[src/rtl/vga_pkg.sv]
// Shared VGA constants and types.
// Holds the 640x480@60 timing geometry used by the timing generator and the
// pixel blocks, the per-axis direction encoding and the debug view of the
// bouncing-box state.
package vga_pkg;

  localparam int H_ACTIVE = 640;
  localparam int V_ACTIVE = 480;
  localparam int H_TOTAL  = 800;
  localparam int V_TOTAL  = 525;

  // Direction of one motion axis.
  typedef enum logic {
    AXIS_INC = 1'b0,
    AXIS_DEC = 1'b1
  } axis_state_e;

  // Motion state of the box. It is exported so the axis FSMs can be observed
  // without poking into the hierarchy.
  typedef struct packed {
    logic [9:0]  box_x;
    logic [9:0]  box_y;
    axis_state_e dir_x;
    axis_state_e dir_y;
    logic [5:0]  frame_cnt;
    logic [2:0]  colour_idx;
  } bounce_dbg_t;

  // Advance the colour index by one. 000 (black) is skipped so the box never
  // disappears into the background.
  function automatic logic [2:0] next_colour(input logic [2:0] c);
    return (c == 3'b111) ? 3'b001 : c + 3'd1;
  endfunction

endpackage

[src/rtl/bounce_axis.sv]
// One axis of the bouncing box: a position that ping-pongs between 0 and MAX
// in STEP increments, advancing only on frame ticks.
// MAX must be a multiple of STEP so the position lands exactly on both ends.
//
// Ports:
//   clk_i    clock
//   rst_i    synchronous active-high reset (pos=0, direction INC)
//   tick_i   frame tick, the only time the position moves
//   pos_o    current position (registered)
//   dir_o    current direction (registered FSM state)
//   bounce_o high in the tick cycle whose edge flips the direction
module bounce_axis
  import vga_pkg::*;
#(
  parameter int MAX  = 608,
  parameter int STEP = 2
) (
  input  logic        clk_i,
  input  logic        rst_i,
  input  logic        tick_i,
  output logic [9:0]  pos_o,
  output axis_state_e dir_o,
  output logic        bounce_o
);

  localparam logic [9:0] MAX_L  = 10'(MAX);
  localparam logic [9:0] STEP_L = 10'(STEP);

  axis_state_e state_q, state_d;
  logic [9:0]  pos_q, pos_d;

  always_ff @(posedge clk_i) begin
    if (rst_i) begin
      state_q <= AXIS_INC;
      pos_q   <= '0;
    end else begin
      state_q <= state_d;
      pos_q   <= pos_d;
    end
  end

  // At a limit the flip and the first step away happen on the same tick, so
  // the position never rests at the limit for two frames.
  always_comb begin
    state_d  = state_q;
    pos_d    = pos_q;
    bounce_o = 1'b0;
    if (tick_i) begin
      case (state_q)
        AXIS_INC: begin
          if (pos_q == MAX_L) begin
            state_d  = AXIS_DEC;
            pos_d    = MAX_L - STEP_L;
            bounce_o = 1'b1;
          end else begin
            pos_d = pos_q + STEP_L;
          end
        end
        AXIS_DEC: begin
          if (pos_q == '0) begin
            state_d  = AXIS_INC;
            pos_d    = STEP_L;
            bounce_o = 1'b1;
          end else begin
            pos_d = pos_q - STEP_L;
          end
        end
        default: begin
          state_d = AXIS_INC;
          pos_d   = '0;
        end
      endcase
    end
  end

  assign pos_o = pos_q;
  assign dir_o = state_q;

endmodule

[src/rtl/vga_bounce_pixel.sv]
// Bouncing-box pixel generator. Draws a BOX_SIZE square that moves STEP
// pixels per frame on each axis, bounces off the active-area edges, changes
// colour on every bounce and blinks off for half of every 64-frame period.
// A one-pixel blue border frames the active area.
//
// Ports:
//   clk, rst             pixel clock, synchronous active-high reset
//   hcnt, vcnt           raster position from the timing generator
//   hsync_in, vsync_in   active-low syncs from the timing generator
//   hsync_out, vsync_out syncs delayed one cycle to match the colour
//   px_r, px_g, px_b     registered pixel colour
//   dbg_o                box position, directions, frame and colour counters
module vga_bounce_pixel
  import vga_pkg::*;
#(
  parameter int BOX_SIZE  = 32,
  parameter int STEP      = 2,
  parameter int BLINK_BIT = 5
) (
  input  logic        clk,
  input  logic        rst,
  input  logic [9:0]  hcnt,
  input  logic [9:0]  vcnt,
  input  logic        hsync_in,
  input  logic        vsync_in,
  output logic        hsync_out,
  output logic        vsync_out,
  output logic        px_r,
  output logic        px_g,
  output logic        px_b,
  output bounce_dbg_t dbg_o
);

  localparam int X_MAX = H_ACTIVE - BOX_SIZE;
  localparam int Y_MAX = V_ACTIVE - BOX_SIZE;

  localparam logic [9:0]  H_ACT_L  = 10'(H_ACTIVE);
  localparam logic [9:0]  V_ACT_L  = 10'(V_ACTIVE);
  localparam logic [9:0]  H_LAST_L = 10'(H_TOTAL - 1);
  localparam logic [9:0]  V_LAST_L = 10'(V_TOTAL - 1);
  localparam logic [10:0] BOX_L    = 11'(BOX_SIZE);

  logic        frame_tick;
  logic [9:0]  box_x, box_y;
  axis_state_e dir_x, dir_y;
  logic        bounce_x, bounce_y;

  logic [5:0]  frame_cnt_q, frame_cnt_d;
  logic [2:0]  colour_q, colour_d;
  logic [2:0]  rgb_q, rgb_d;
  logic        hsync_q, vsync_q;

  logic        active, border, hit;
  logic [10:0] h11, v11, bx11, by11;

  // Exact match on the last raster position: out-of-range counters never
  // produce a tick.
  assign frame_tick = (hcnt == H_LAST_L) && (vcnt == V_LAST_L);

  bounce_axis #(.MAX(X_MAX), .STEP(STEP)) u_axis_x (
    .clk_i   (clk),
    .rst_i   (rst),
    .tick_i  (frame_tick),
    .pos_o   (box_x),
    .dir_o   (dir_x),
    .bounce_o(bounce_x)
  );

  bounce_axis #(.MAX(Y_MAX), .STEP(STEP)) u_axis_y (
    .clk_i   (clk),
    .rst_i   (rst),
    .tick_i  (frame_tick),
    .pos_o   (box_y),
    .dir_o   (dir_y),
    .bounce_o(bounce_y)
  );

  // Hit test at 11 bits so box_x+BOX_SIZE cannot wrap past 1023.
  assign h11  = {1'b0, hcnt};
  assign v11  = {1'b0, vcnt};
  assign bx11 = {1'b0, box_x};
  assign by11 = {1'b0, box_y};

  assign active = (hcnt < H_ACT_L) && (vcnt < V_ACT_L);
  assign hit    = (h11 >= bx11) && (h11 < bx11 + BOX_L) &&
                  (v11 >= by11) && (v11 < by11 + BOX_L);
  assign border = (hcnt == '0) || (hcnt == H_ACT_L - 10'd1) ||
                  (vcnt == '0) || (vcnt == V_ACT_L - 10'd1);

  always_comb begin
    rgb_d = 3'b000;
    if (active) begin
      if (hit && !frame_cnt_q[BLINK_BIT]) begin
        rgb_d = colour_q;
      end else if (border) begin
        rgb_d = 3'b001;
      end
    end
  end

  // A corner hit flips both axes on one tick but still counts as one bounce.
  always_comb begin
    frame_cnt_d = frame_cnt_q;
    colour_d    = colour_q;
    if (frame_tick) begin
      frame_cnt_d = frame_cnt_q + 6'd1;
      if (bounce_x || bounce_y) begin
        colour_d = next_colour(colour_q);
      end
    end
  end

  always_ff @(posedge clk) begin
    if (rst) begin
      frame_cnt_q <= '0;
      colour_q    <= 3'b111;
      rgb_q       <= 3'b000;
      hsync_q     <= 1'b1;
      vsync_q     <= 1'b1;
    end else begin
      frame_cnt_q <= frame_cnt_d;
      colour_q    <= colour_d;
      rgb_q       <= rgb_d;
      hsync_q     <= hsync_in;
      vsync_q     <= vsync_in;
    end
  end

  assign px_r      = rgb_q[2];
  assign px_g      = rgb_q[1];
  assign px_b      = rgb_q[0];
  assign hsync_out = hsync_q;
  assign vsync_out = vsync_q;

  always_comb begin
    dbg_o            = '0;
    dbg_o.box_x      = box_x;
    dbg_o.box_y      = box_y;
    dbg_o.dir_x      = dir_x;
    dbg_o.dir_y      = dir_y;
    dbg_o.frame_cnt  = frame_cnt_q;
    dbg_o.colour_idx = colour_q;
  end

endmodule

[config.mk]
export PLATFORM = sky130hd
export DESIGN_NAME = vga_bounce_pixel
export DESIGN_NICKNAME = d
export VERILOG_FILES = /design/src/rtl/vga_pkg.sv /design/src/rtl/bounce_axis.sv /design/src/rtl/vga_bounce_pixel.sv
export SDC_FILE = /design/constraint.sdc
export NUM_CORES = 1
export LEC_CHECK = 0
export CORE_UTILIZATION = 35
export DETAILED_ROUTE_END_ITERATION = 7
export GPL_TIMING_DRIVEN = 0
export PLACE_DENSITY = 0.66
export SLEW_MARGIN = 10
export SYNTH_ARGS = -nofsm -noshare
export SYNTH_HDL_FRONTEND = slang
export SYNTH_SLANG_ARGS = --single-unit
[constraint.sdc]
create_clock -name clk -period 2.4 [get_ports clk]
set_input_delay 0.36 -clock clk [delete_from_list [all_inputs] [get_ports clk]]
set_output_delay 0.36 -clock clk [all_outputs]
set_load 0.01 [all_outputs]
* After elaboration in Yosys (flattened, before gate mapping)
Cells that the tools add are included.
Word-level totals: bits of input ports 24, register bits 36
Cells by class: equality and inequality tests 7, reduce and logical (&&, ||, !) cells 17, $add $sub $neg 8, mux-type cells 21, order comparisons 6, bitwise operators 3
Operators with widths (count):
- $eq A10 B10 Y1 const B | 4
- $logic_not A10 Y1 | 4
- $mux W10 | 4
- $pmux W10 S2 | 2
- $add A10 B6 Y11 const B | 2
- $lt A10 B11 Y1 | 2
- $add A10 B2 Y10 const B | 2
- $eq A10 B9 Y1 const B | 2
- $ge A10 B10 Y1 | 2
- $sub A10 B2 Y10 const B | 2
- $lt A10 B10 Y1 const B | 1
- $lt A10 B9 Y1 const B | 1
- $mux W1 | 9
- $pmux W1 S2 | 4
- $add A6 B1 Y6 const B | 1
- $logic_and A1 B1 Y1 | 6
- $mux W3 | 2
- $logic_or A1 B1 Y1 | 4
- $add A3 B1 Y3 const B | 1
- $eq A3 B3 Y1 const B | 1
- $not A1 Y1 | 3
- $reduce_and A2 Y1 | 1
- $reduce_or A2 Y1 | 1
- $logic_not A1 Y1 | 1

* Longest topological paths before layout
depth in word-level cells 7, mapped depth 10

* Modules after synthesis
From an unflattened synthesis, not the netlist that was laid out.
Second synthesis, totals: cell total of the unflattened synthesis 415, area total of the unflattened synthesis 3359.5 um2
By module, submodules not included:
- vga_bounce_pixel | area each 1620.3 um2, seq. area each 280.3 um2, times used 1, cells an instance 192
- bounce_axis at u_axis_y | area each 907.1 um2, seq. area each 200.2 um2, times used 1, cells an instance 118
- bounce_axis at u_axis_x | area each 832.0 um2, seq. area each 200.2 um2, times used 1, cells an instance 105

* Worst setup path after synthesis
Ideal clock, no wire load.
path kind reg2reg, start point register u_axis_x.pos_q[5], in the netlist u_axis_x.pos_o[5], end point register rgb_q[1], arrival time 2.577 ns, cell stages (with the launch flop) 11, slack -0.255 ns, path buffers 1, library setup time 0.078 ns, data required time 2.322 ns, cell sequence dfxtp_1 clkbuf_1 nand3_1 xnor2_1 ha_1 a21o_1 a21o_1 a221o_1 a311oi_1 nand3_1 nor3_1
On the way: word-level cells in the longest chain between the ends 7, elaborated cells on any way between the ends 8
RTL lines:
- from (decl) | RTL line bounce_axis.sv:30 | logic [9:0] pos_q, pos_d;
- from (signal assigned) | RTL line bounce_axis.sv:38 | pos_q <= pos_d;
- $add A10 B6 Y11 | RTL line vga_bounce_pixel.sv:85 | assign hit = (h11 >= bx11) && (h11 < bx11 + BOX_L) &&
- $lt A10 B11 Y1 | RTL line vga_bounce_pixel.sv:85
- $logic_and A1 B1 Y1 (*) (2 in a row) | RTL line vga_bounce_pixel.sv:85
- $logic_and A1 B1 Y1 (*) | RTL line vga_bounce_pixel.sv:86 | (v11 >= by11) && (v11 < by11 + BOX_L);
- $logic_and A1 B1 Y1 (*) | RTL line vga_bounce_pixel.sv:93 | if (hit && !frame_cnt_q[BLINK_BIT]) begin
- $mux W3 (*) | RTL line vga_bounce_pixel.sv:93
- to (signal assigned) | RTL line vga_bounce_pixel.sv:123 | rgb_q <= rgb_d;
- to (decl) | RTL line vga_bounce_pixel.sv:50 | logic [2:0] rgb_q, rgb_d;
Mark *: on every way between the ends. The rest lies on a longest branch, timed or not. A chain may end at the register's enable or synchronous reset.

* Worst setup path after layout
start point register u_axis_x.pos_q[5], in the netlist u_axis_x.pos_o[5], end point register rgb_q[2]
The elaborated chain is that of the path after synthesis.

==> results.md <==
- Clock skew: 0.00970 ns
- Row cnt: 33
- Antenna Violating Nets Remaining: 0
- Area of the core: 0.00822 mm²
- Min Tclk post-route: around 2.4 ns
- DR vias: 3,249
- Type of destination of the critical path: flip-flop
- Worst Path Required: 2.63 ns
- Critical path startpoint category: flip-flop
- PortBufs: 57
- Unrepaired setup endpoints after global routing: yes
- Share of layout cells above drive strength 1: around 16%
- Final Non-Filler Cells: 579
- Die W: roughly 94 µm
- Die Y: roughly 94 µm
- Yosys top cell area share: between 20% and 30%
- Placed inst area: between 0.003 and 0.004 mm²
- Register area share after synthesis: a little under a quarter
- CP Class: reg -> reg
- Top cells by count, synth: ha_1, a21oi_1, dfxtp_1
- Fill cells: around 800
- # Max-Cap Violations: 0
- Post-synth ARST share: 0%
- First-pass GRT wire length: 14.6 mm
- CTS tree: built
- Die area: between 0.008 and 0.009 mm²
- Via density per instance: between 5 and 6
- Seq cells post-synth: 34
- XOR/XNOR share of the synthesized area: between 5 and 6%
- Largest net degree at the start of global routing: 13
- Synth area leader: dfxtp_1
- DRC Markers: 0
- Synth Cell Area: 0.00297 mm²
- Avg WL per Cell: 16.0 µm
- Clk slew on worst S/H paths: roughly 0.090 ns
- DRT iter0 DRCs: 169
- Final hold violations: 0
- Mux contribution to synthesized area: less than 1%
- Clk sinks: 34
- Hold buffers post-CTS: 0
- Distinct cells, synth: between 50 and 60
- Post-route cell area: approximately 0.0042 mm²
- Initial antenna violation count: 0
- Top-count cell post-synth: ha_1
- Post-Place Cells: approximately 550
- GPL Wtd Cong: 0.903
- Simple-Gate Fraction of Synth Area: about 25%
- Adder-Cell Fraction of Synth Area: between 15 and 20%
- Crit Path Max Fanout: 6
- Synth Flop Type: dfxtp_1
- Period utilization: between 90% and 100%
- Drt total wl: 9.24 mm
- P_leak: approximately 1.7 nW
- Mapped Cells: slightly below 400
- Vias in the first global route: around 3k
- Clock Latency Late Sink: ~0.30 ns
- Status: complete, no violations
- Max Buffers Root-to-Sink: 2
- Nets: ~540
- Final max-slew violation count: 0
- Worst VDD drop: around 0.22 mV
- Dominant combinational cell family by area after synthesis: simple AND/OR/NAND/NOR gates
- Synth top area cells: dfxtp_1, ha_1, a21oi_1
- Setup-failing EPs final: 0
- Antenna cells: 0
- DP HPWL: 6.76 mm
- Min-delay worst type: reg -> reg
- Pwr dens: 330 mW/mm²
- Boundary Pins: 60
- Max-slew headroom: 64.9%
- Num CTS Buffers: 5
- Starting density of the core: between 30% and 40%
- Compound-cell area share of the yosys netlist: a little under a quarter
- Total Routing Usage GR: between 20% and 30%
- DRT Pass-1 Iters: 5
- FMAX: between 400 and 500 MHz
- Synth warn: 0
- Root Buffer: clkbuf_8
- Synth Area per Inst: about 7.7 µm²
- Power, Total: 1.37 mW
- P&R area growth vs syn: 40.3%
- H-tree depth: 2
- Worst slew pin tran: about 0.53 ns
- EDFF count, synth: 0
- GR Overflow Total: 0
- CP arrival: 2.63 ns
## area by class of cell
type | count | area (µm²) | share of cell area, %
tap | 105 | 131 | 3.15
sequential | 34 | 697 | 16.7
clock buffer | 5 | 68.8 | 1.65
timing repair buffer | 80 | 751 | 18.0
clock inverter | 3 | 68.8 | 1.65
buffer | 22 | 154 | 3.69
inverter | 27 | 101 | 2.43
multi-input combinational | 303 | 2200 | 52.7
## worst max-delay path, cell delays in order (launching register included)
cell	delay, ns
dfxtp_4	0.38
clkbuf_16	0.15
nand3_4	0.08
xnor2_2	0.15
ha_1	0.31
a21o_1	0.16
a21o_1	0.15
a221o_1	0.32
a311oi_2	0.30
nand3_2	0.16
nor3_2	0.19
## routing by layer
metal,track usage [%],up-vias,part of all wire [%]
met2,34.5,148,48
met5,0,-,0
met3,3.40,11,7.8
met4,5.26,0,1.2
met1,28.2,1495,43
li1,-,1595,-
## metrics by stage
step / hold WS [ns] / setup TNS [ns] / worst slack [ns] / utilization, %
after floorplan: 0.432 / 0 / 0.000320 / -
after global placement: 0.477 / -11.88 / -0.711 / 45.1
after detailed placement: 0.477 / -12.51 / -0.719 / 45.1
after CTS: 0.493 / 0 / 0.00487 / 48.2
after global routing: 0.529 / -0.279 / -0.108 / 50.8
final: 0.497 / 0 / 0.00334 / 50.8
## what timing repair did
action / CTS / global route
endpoints found under the setup margin: 21 / 17
setup buffers: 6 / 17
hold endpoints to repair: 0 / 0
pin swaps: 7 / 13
gates resized for setup: 22 / 23
## flip-flops by register name, summed over array words and instances, names as in the netlist
signal / count
u_axis_y.dir_o: 1
frame_cnt_q: 6
u_axis_y.pos_o: 9
rgb_q: 3
hsync_out: 1
colour_q: 3
vsync_out: 1
u_axis_x.dir_o: 1
u_axis_x.pos_o: 9
## path summary, 6_finish.rpt
kind / startpoint / endpoint / slack, ns / depth (start not counted)
worst max register to register: u_axis_x.pos_o[5] / rgb_q[2] / 0.003 / 10
worst max-delay path: u_axis_x.pos_o[5] / rgb_q[2] / 0.003 / 10
worst min register to register: frame_cnt_q[1] / frame_cnt_q[1] / 0.50 / 2
worst min-delay path: frame_cnt_q[1] / frame_cnt_q[1] / 0.50 / 2
## power by group
| group | switching [mW] | leakage (nW) | internal, mW |
|---|---|---|---|
| registers | 0.000583 | 0.278 | 0.561 |
| logic | 0.0746 | 1.31 | 0.0761 |
| clock network | 0.246 | 0.0683 | 0.417 |
| total | 0.321 | 1.66 | 1.05 |
## cell families (layout without fill, tap and decap cells)
kind of cell	after synthesis	count (layout)
compound gates	100	100
xor+xnor	20	20
fa+ha+maj	39	39
buf+inv	49	137
flops	34	34
mux	1	1
other cells	1	2
simple gates	141	141
## layout by cell type (no fill, tap or decap), types with 8 or more instances in the layout
cell and count:
nand3_1 15, o21ai_0 19, buf_4 27, ha_1 38, nor2_1 27, nor4_1 9
inv_1 26, xnor2_1 15, and3_1 8, clkdlybuf4s50_1 54, nand2_1 25, nor3_1 19
nand4_1 9, a21oi_1 33, dfxtp_1 29
(Power assumes the default switching activity.)
